--- config.mk ---
export PLATFORM = sky130hd
export DESIGN_NAME = tnn_feature_feeder_flat
export DESIGN_NICKNAME = d
export VERILOG_FILES = /design/src/rtl/tnn_feature_feeder_if.sv /design/src/rtl/tnn_feature_feeder.sv /design/src/flat_wrapper.sv
export SDC_FILE = /design/constraint.sdc
export NUM_CORES = 1
export LEC_CHECK = 0
export ABC_AREA = 1
export BUFFER_PORTS_ARGS = -buffer_cell sky130_fd_sc_hd__buf_2
export CAP_MARGIN = 5
export CORE_ASPECT_RATIO = 1.25
export CORE_MARGIN = 5
export CORE_UTILIZATION = 45
export CTS_BUF_LIST = sky130_fd_sc_hd__clkbuf_8
export DETAILED_ROUTE_END_ITERATION = 16
export PLACE_DENSITY = 0.68
export SLEW_MARGIN = 40
export SYNTH_ARGS = -nofsm -noshare
export SYNTH_HDL_FRONTEND = slang
export SYNTH_SLANG_ARGS = --single-unit
--- constraint.sdc ---
create_clock -name clk -period 2.6 [get_ports clk]
set_input_delay 0.78 -clock clk [delete_from_list [all_inputs] [get_ports clk]]
set_output_delay 0.78 -clock clk [all_outputs]
set_load 0.01 [all_outputs]
--- src/rtl/tnn_feature_feeder_if.sv ---
// Handshake bundle between the feature source, the feeder and the result consumer.
// The feeder takes the slave view; the environment driving features and taking results takes the master view.
interface tnn_feature_feeder_if #(
    parameter int FEAT_W = 8
);
    logic              s_valid;
    logic              s_ready;
    logic [FEAT_W-1:0] s_data;
    logic              s_last;
    logic              m_valid;
    logic              m_ready;
    logic              m_class;
    logic              m_err;

    modport master (
        output s_valid, s_data, s_last, m_ready,
        input  s_ready, m_valid, m_class, m_err
    );

    modport slave (
        input  s_valid, s_data, s_last, m_ready,
        output s_ready, m_valid, m_class, m_err
    );
endinterface

--- src/rtl/tnn_feature_feeder.sv ---
// Quantizes raw features to 2 bits, frames four of them onto the TNN core inputs,
// captures the core decision and hands it off on a valid/ready port with a framing flag.
//
// state      | meaning
// COLLECT    | accepting beats, writing quantized value to cls_[idx]
// EVAL       | one cycle with cls_* stable; core decision captured
// OUTPUT     | result presented, waiting for m_ready
// DROP       | discarding the tail of a long frame up to its s_last
module tnn_feature_feeder #(
    parameter int FEAT_W = 8,
    parameter int TH0    = 64,
    parameter int TH1    = 128,
    parameter int TH2    = 192,
    parameter int CNT_W  = 16
) (
    input  logic               clk,
    input  logic               rst_n,
    tnn_feature_feeder_if.slave bus,
    output logic [1:0]         cls_a_o,
    output logic [1:0]         cls_b_o,
    output logic [1:0]         cls_c_o,
    output logic [1:0]         cls_d_o,
    input  logic               cls_out_i,
    output logic [CNT_W-1:0]   res_cnt_o
);
    generate
        if (!(TH0 < TH1 && TH1 < TH2)) begin : g_bad_th
            $error("tnn_feature_feeder: thresholds must satisfy TH0 < TH1 < TH2");
        end
    endgenerate

    localparam logic [1:0] ST_COLLECT = 2'd0;
    localparam logic [1:0] ST_EVAL    = 2'd1;
    localparam logic [1:0] ST_OUTPUT  = 2'd2;
    localparam logic [1:0] ST_DROP    = 2'd3;

    localparam logic [FEAT_W-1:0] TH0_C = FEAT_W'(TH0);
    localparam logic [FEAT_W-1:0] TH1_C = FEAT_W'(TH1);
    localparam logic [FEAT_W-1:0] TH2_C = FEAT_W'(TH2);

    logic [1:0]       state_q, state_d;
    logic [1:0]       idx_q, idx_d;
    logic             err_q, err_d;
    logic             long_q, long_d;
    logic [3:0][1:0]  cls_q, cls_d;
    logic             m_class_q, m_class_d;
    logic             m_err_q, m_err_d;
    logic [CNT_W-1:0] cnt_q, cnt_d;

    logic             accept;
    logic [1:0]       q_beat;

    assign bus.s_ready = (state_q == ST_COLLECT) || (state_q == ST_DROP);
    assign bus.m_valid = (state_q == ST_OUTPUT);
    assign bus.m_class = m_class_q;
    assign bus.m_err   = m_err_q;
    assign cls_a_o     = cls_q[0];
    assign cls_b_o     = cls_q[1];
    assign cls_c_o     = cls_q[2];
    assign cls_d_o     = cls_q[3];
    assign res_cnt_o   = cnt_q;

    assign accept = bus.s_valid & bus.s_ready;

    always_comb begin
        if (bus.s_data >= TH2_C)      q_beat = 2'd3;
        else if (bus.s_data >= TH1_C) q_beat = 2'd2;
        else if (bus.s_data >= TH0_C) q_beat = 2'd1;
        else                          q_beat = 2'd0;
    end

    always_comb begin
        state_d   = state_q;
        idx_d     = idx_q;
        err_d     = err_q;
        long_d    = long_q;
        cls_d     = cls_q;
        m_class_d = m_class_q;
        m_err_d   = m_err_q;
        cnt_d     = cnt_q;
        case (state_q)
            ST_COLLECT: begin
                if (accept) begin
                    cls_d[idx_q] = q_beat;
                    if (idx_q != 2'd3) begin
                        if (bus.s_last) begin
                            // Short frame skips evaluation: the core inputs are incomplete.
                            err_d     = 1'b1;
                            m_class_d = 1'b0;
                            m_err_d   = 1'b1;
                            state_d   = ST_OUTPUT;
                        end else begin
                            idx_d = idx_q + 2'd1;
                        end
                    end else begin
                        err_d   = ~bus.s_last;
                        long_d  = ~bus.s_last;
                        state_d = ST_EVAL;
                    end
                end
            end
            ST_EVAL: begin
                m_class_d = cls_out_i;
                m_err_d   = err_q;
                state_d   = ST_OUTPUT;
            end
            ST_OUTPUT: begin
                if (bus.m_ready) begin
                    cnt_d   = cnt_q + 1'b1;
                    idx_d   = 2'd0;
                    long_d  = 1'b0;
                    state_d = long_q ? ST_DROP : ST_COLLECT;
                end
            end
            default: begin
                if (accept && bus.s_last) state_d = ST_COLLECT;
            end
        endcase
    end

    always_ff @(posedge clk) begin
        if (!rst_n) begin
            state_q   <= ST_COLLECT;
            idx_q     <= 2'd0;
            err_q     <= 1'b0;
            long_q    <= 1'b0;
            cls_q     <= '0;
            m_class_q <= 1'b0;
            m_err_q   <= 1'b0;
            cnt_q     <= '0;
        end else begin
            state_q   <= state_d;
            idx_q     <= idx_d;
            err_q     <= err_d;
            long_q    <= long_d;
            cls_q     <= cls_d;
            m_class_q <= m_class_d;
            m_err_q   <= m_err_d;
            cnt_q     <= cnt_d;
        end
    end
endmodule
--- src/flat_wrapper.sv ---
// flat-port wrapper written by rule: the top's interface ports become plain ports
module tnn_feature_feeder_flat 
#(
    parameter int FEAT_W = 8,
    parameter int TH0    = 64,
    parameter int TH1    = 128,
    parameter int TH2    = 192,
    parameter int CNT_W  = 16
)
  (clk, rst_n, cls_a_o, cls_b_o, cls_c_o, cls_d_o, cls_out_i, res_cnt_o, bus_s_valid, bus_s_data, bus_s_last, bus_m_ready, bus_s_ready, bus_m_valid, bus_m_class, bus_m_err);
  tnn_feature_feeder_if #(.FEAT_W(FEAT_W)) bus_i ();
  input  logic clk;
  input  logic rst_n;
  output logic [1:0] cls_a_o;
  output logic [1:0] cls_b_o;
  output logic [1:0] cls_c_o;
  output logic [1:0] cls_d_o;
  input  logic cls_out_i;
  output logic [CNT_W-1:0] res_cnt_o;
  input wire logic [$bits(bus_i.s_valid)-1:0] bus_s_valid;
  input wire logic [$bits(bus_i.s_data)-1:0] bus_s_data;
  input wire logic [$bits(bus_i.s_last)-1:0] bus_s_last;
  input wire logic [$bits(bus_i.m_ready)-1:0] bus_m_ready;
  output wire logic [$bits(bus_i.s_ready)-1:0] bus_s_ready;
  output wire logic [$bits(bus_i.m_valid)-1:0] bus_m_valid;
  output wire logic [$bits(bus_i.m_class)-1:0] bus_m_class;
  output wire logic [$bits(bus_i.m_err)-1:0] bus_m_err;
  assign bus_i.s_valid = bus_s_valid;
  assign bus_i.s_data = bus_s_data;
  assign bus_i.s_last = bus_s_last;
  assign bus_i.m_ready = bus_m_ready;
  assign bus_s_ready = bus_i.s_ready;
  assign bus_m_valid = bus_i.m_valid;
  assign bus_m_class = bus_i.m_class;
  assign bus_m_err = bus_i.m_err;
  tnn_feature_feeder #(.FEAT_W(FEAT_W), .TH0(TH0), .TH1(TH1), .TH2(TH2), .CNT_W(CNT_W)) u_core (.clk(clk), .rst_n(rst_n), .bus(bus_i), .cls_a_o(cls_a_o), .cls_b_o(cls_b_o), .cls_c_o(cls_c_o), .cls_d_o(cls_d_o), .cls_out_i(cls_out_i), .res_cnt_o(res_cnt_o));
endmodule
==> results.md <==
* Status: complete, no violations
* Share of the synthesized area in the top cell type at 36.6%
* Max-slew violations at 0
* Die ar. at 5240 um^2
* Most area-hungry cell type in the Yosys netlist: dfxtp_1
* Total of max-cap violations at 0
* Gate Count Post-Synth at 264
* Largest net degree at the start of global routing at 20
* Design area at 2070 um^2
* Pint at 977 uW
* Unrepaired setup endpoints after global routing: no
* Port bufs at 35
* Relative slew slack at 70.3%
* Final Hold Vio Count at 0
* Actual slew at the worst max-slew pin at 445 ps
* Htree depth at 2
* Fin crit share at 77.4%
* IO Pins at 42
* Register share of total power at 39.0%
* Arr. time, crit path at 1230 ps
* Hold depth at 2
* Max Fclk at 497 MHz
* Vias/cell at 4.60
* Largest cells by area after synthesis: dfxtp_1 37%, nand2_1 14%, nor2_1 10%, inv_1 8.4%, ha_1 6.4%
* Yosys cell types at 25
* Register-to-Register Path Depth at 10
* Total GRT Usage at 15.3%
* Cell Rows at 25
* Worst Path Required at 1820 ps
* Yosys reg bits at 32
* Mapped Nets at 287
* Vias in the first global route at 1548
* Yosys warnings at 0
* Crit path kind: flop to primary output
* P_leak at 0.00102 uW
* Hold EP: u_core.cls_c_o[0]
* Drt drc at 0
* Final core occ at 54.6%
* Crit end category: primary output
* Global route overflow at 0
* Iter 0 DRT Violations at 43
* Cts repair resizes at 0
* Initial Utilization at 46.2%
* Sw frac at 35.9%
* Reg2reg setup slack at 950 ps
* Hold_sp: u_core.cls_c_o[0]
* Most Used Layer, Global Route: met2
* Peak VDD IR at 0.448 mV
* Hold Crit Class: flop to flop
* Clock sink count at 32
* Crit path max fanout at 4
* Tot Pwr at 1530 uW
* Final #Nets at 326
* Layout cells sized above 1 at 18.8%
* Total number of vias at 1643
* Post-Syn Area at 1750 um^2
* Worst R2R Start: u_core.state_q[0]
* GPL Wtd Cong at 0.818
* Avg Inst Size Synth at 6.63 um^2
* First-pass detailed-route iteration total at 5
* Clk_lat worst skew at 280 ps
* First-pass GRT wire length at 6.26 mm
* Routed len/inst at 9.98 um
* Setup TNS at 0 ps
* TritonCTS clock tree: yes
* DP Area at 1970 um^2
* R2r endpoint: u_core.long_q
* Setup Viol. Count Final at 0
* Met3 usage at 5.07%
* CTS buffer count at 5
* Hold Buf Count CTS at 0
* Die Ht at 79.7 um
* Met2 Use GR at 26.9%
* Clk buf depth at 2
* Area grow syn2layout at 18.2%
* Die X at 65.8 um
* Sequential fraction of the synthesis area at 36.6%
* Clock transition at path regs at 70 ps
* Met1 Use GR at 16.3%
* Setup bufs post-CTS at 0
* NetSw at 548 uW
* Tmin final at 2010 ps
* Final wirelength at 3.56 mm
* Remaining antenna violation count after routing at 0
* Clock power share at 27.0%
* Initial antenna violation count at 0
* Crit start category: flop
* Worst clock skew at 7.09 ps
* Power share of the combinational group at 34.0%
* Detailed Place HPWL at 2.74 mm
* Ant. Diodes at 0
* Power density cells at 738 nW/um^2
* CTS Root Cell: clkbuf_8
* Total core area at 3780 um^2
cells by family (layout without fill, tap and decap cells):
logic type | Yosys count | in the layout | share of synthesized area (%)
AOI/OAI and AO/OA | 25 | 25 | 7.30
adders and majority gates | 9 | 9 | 6.44
buffers and inverters | 45 | 84 | 10.4
DFF | 32 | 32 | 36.6
xor gates and xnor gates | 2 | 2 | 1.00
and+or+nand+nor | 151 | 151 | 38.3
flip-flops by register name, summed over array words and instances (netlist names):
| signal | flops |
|---|---|
| u_core.res_cnt_o | 16 |
| u_core.cls_a_o | 2 |
| u_core.cls_b_o | 2 |
| u_core.cls_c_o | 2 |
| u_core.cls_d_o | 2 |
| u_core.idx_q | 2 |
| u_core.state_q | 2 |
| u_core.bus.m_class | 1 |
| u_core.bus.m_err | 1 |
| u_core.err_q | 1 |
| u_core.long_q | 1 |
per-stage QoR:
step	setup WS (ps)	instances	hold slack, ps
floorplan	1030	264	450
global placement	886	350	448
detailed placement	877	350	449
CTS	565	357	460
global route	509	357	479
finish	587	357	457
power groups by stage:
| stage | Clock, uW | Combinational, uW | Sequential [uW] |
|---|---|---|---|
| 4_1_cts | 427 | 528 | 595 |
| 6_report | 412 | 519 | 595 |
| 2_1_floorplan | 0 | 389 | 617 |
| 3_5_place_dp | 0 | 526 | 606 |
| 5_1_grt | 454 | 612 | 606 |
| 3_3_place_gp | 0 | 521 | 605 |
cells in the final DEF, fill, tap and decap left out, drive strengths merged:
master,instances
inv,41
nand2,68
xor2,1
or2,1
nand3,22
o21ai,9
nor3b,1
dfxtp,32
buf,36
nor3,4
a21oi,15
ha,9
xnor2,1
nor2,52
clkbuf,7
a211oi,1
nand4,3
synthesized netlist by cell type:
cell and number:
a211oi_1 1, a21oi_1 15, buf_2 1, clkbuf_1 1, clkbuf_2 1, clkbuf_8 1, dfxtp_1 32, ha_1 9
inv_1 39, inv_2 2, nand2_1 64, nand2_2 4, nand3_1 20, nand3_2 2, nand4_1 3, nor2_1 47
nor2_2 2, nor2_4 2, nor2_8 1, nor3_1 4, nor3b_1 1, o21ai_0 9, or2_2 1, xnor2_1 1
xor2_1 1
worst max path at each step:
stage                            startpoint          end  slack, ps
after global placement    u_core.state_q[0]  bus_m_valid        890
after detailed placement  u_core.state_q[0]  bus_m_valid        880
after floorplan           u_core.state_q[0]  bus_s_ready       1030
after CTS                 u_core.state_q[0]  bus_m_valid        560
final                     u_core.state_q[0]  bus_s_ready        590
after global routing      u_core.state_q[0]  bus_s_ready        510
critical path: stages (launching register included):
cell and delay, ps:
dfxtp_1 380, inv_1 80, ha_1 290, inv_1 70, buf_2 120
layer usage:
metal	vias up	routed length (um)
met5	-	0
met4	0	71
met3	6	185
met2	32	1740
met1	710	1570
li1	895	-
area by class of cell:
class	count	area, um^2
inverter	41	154
multi-input combinational	187	927
sequential	32	641
fill	395	1720
timing repair buffer	36	183
clock buffer	7	96.3
tap	54	67.6
(Power assumes the default switching activity.)
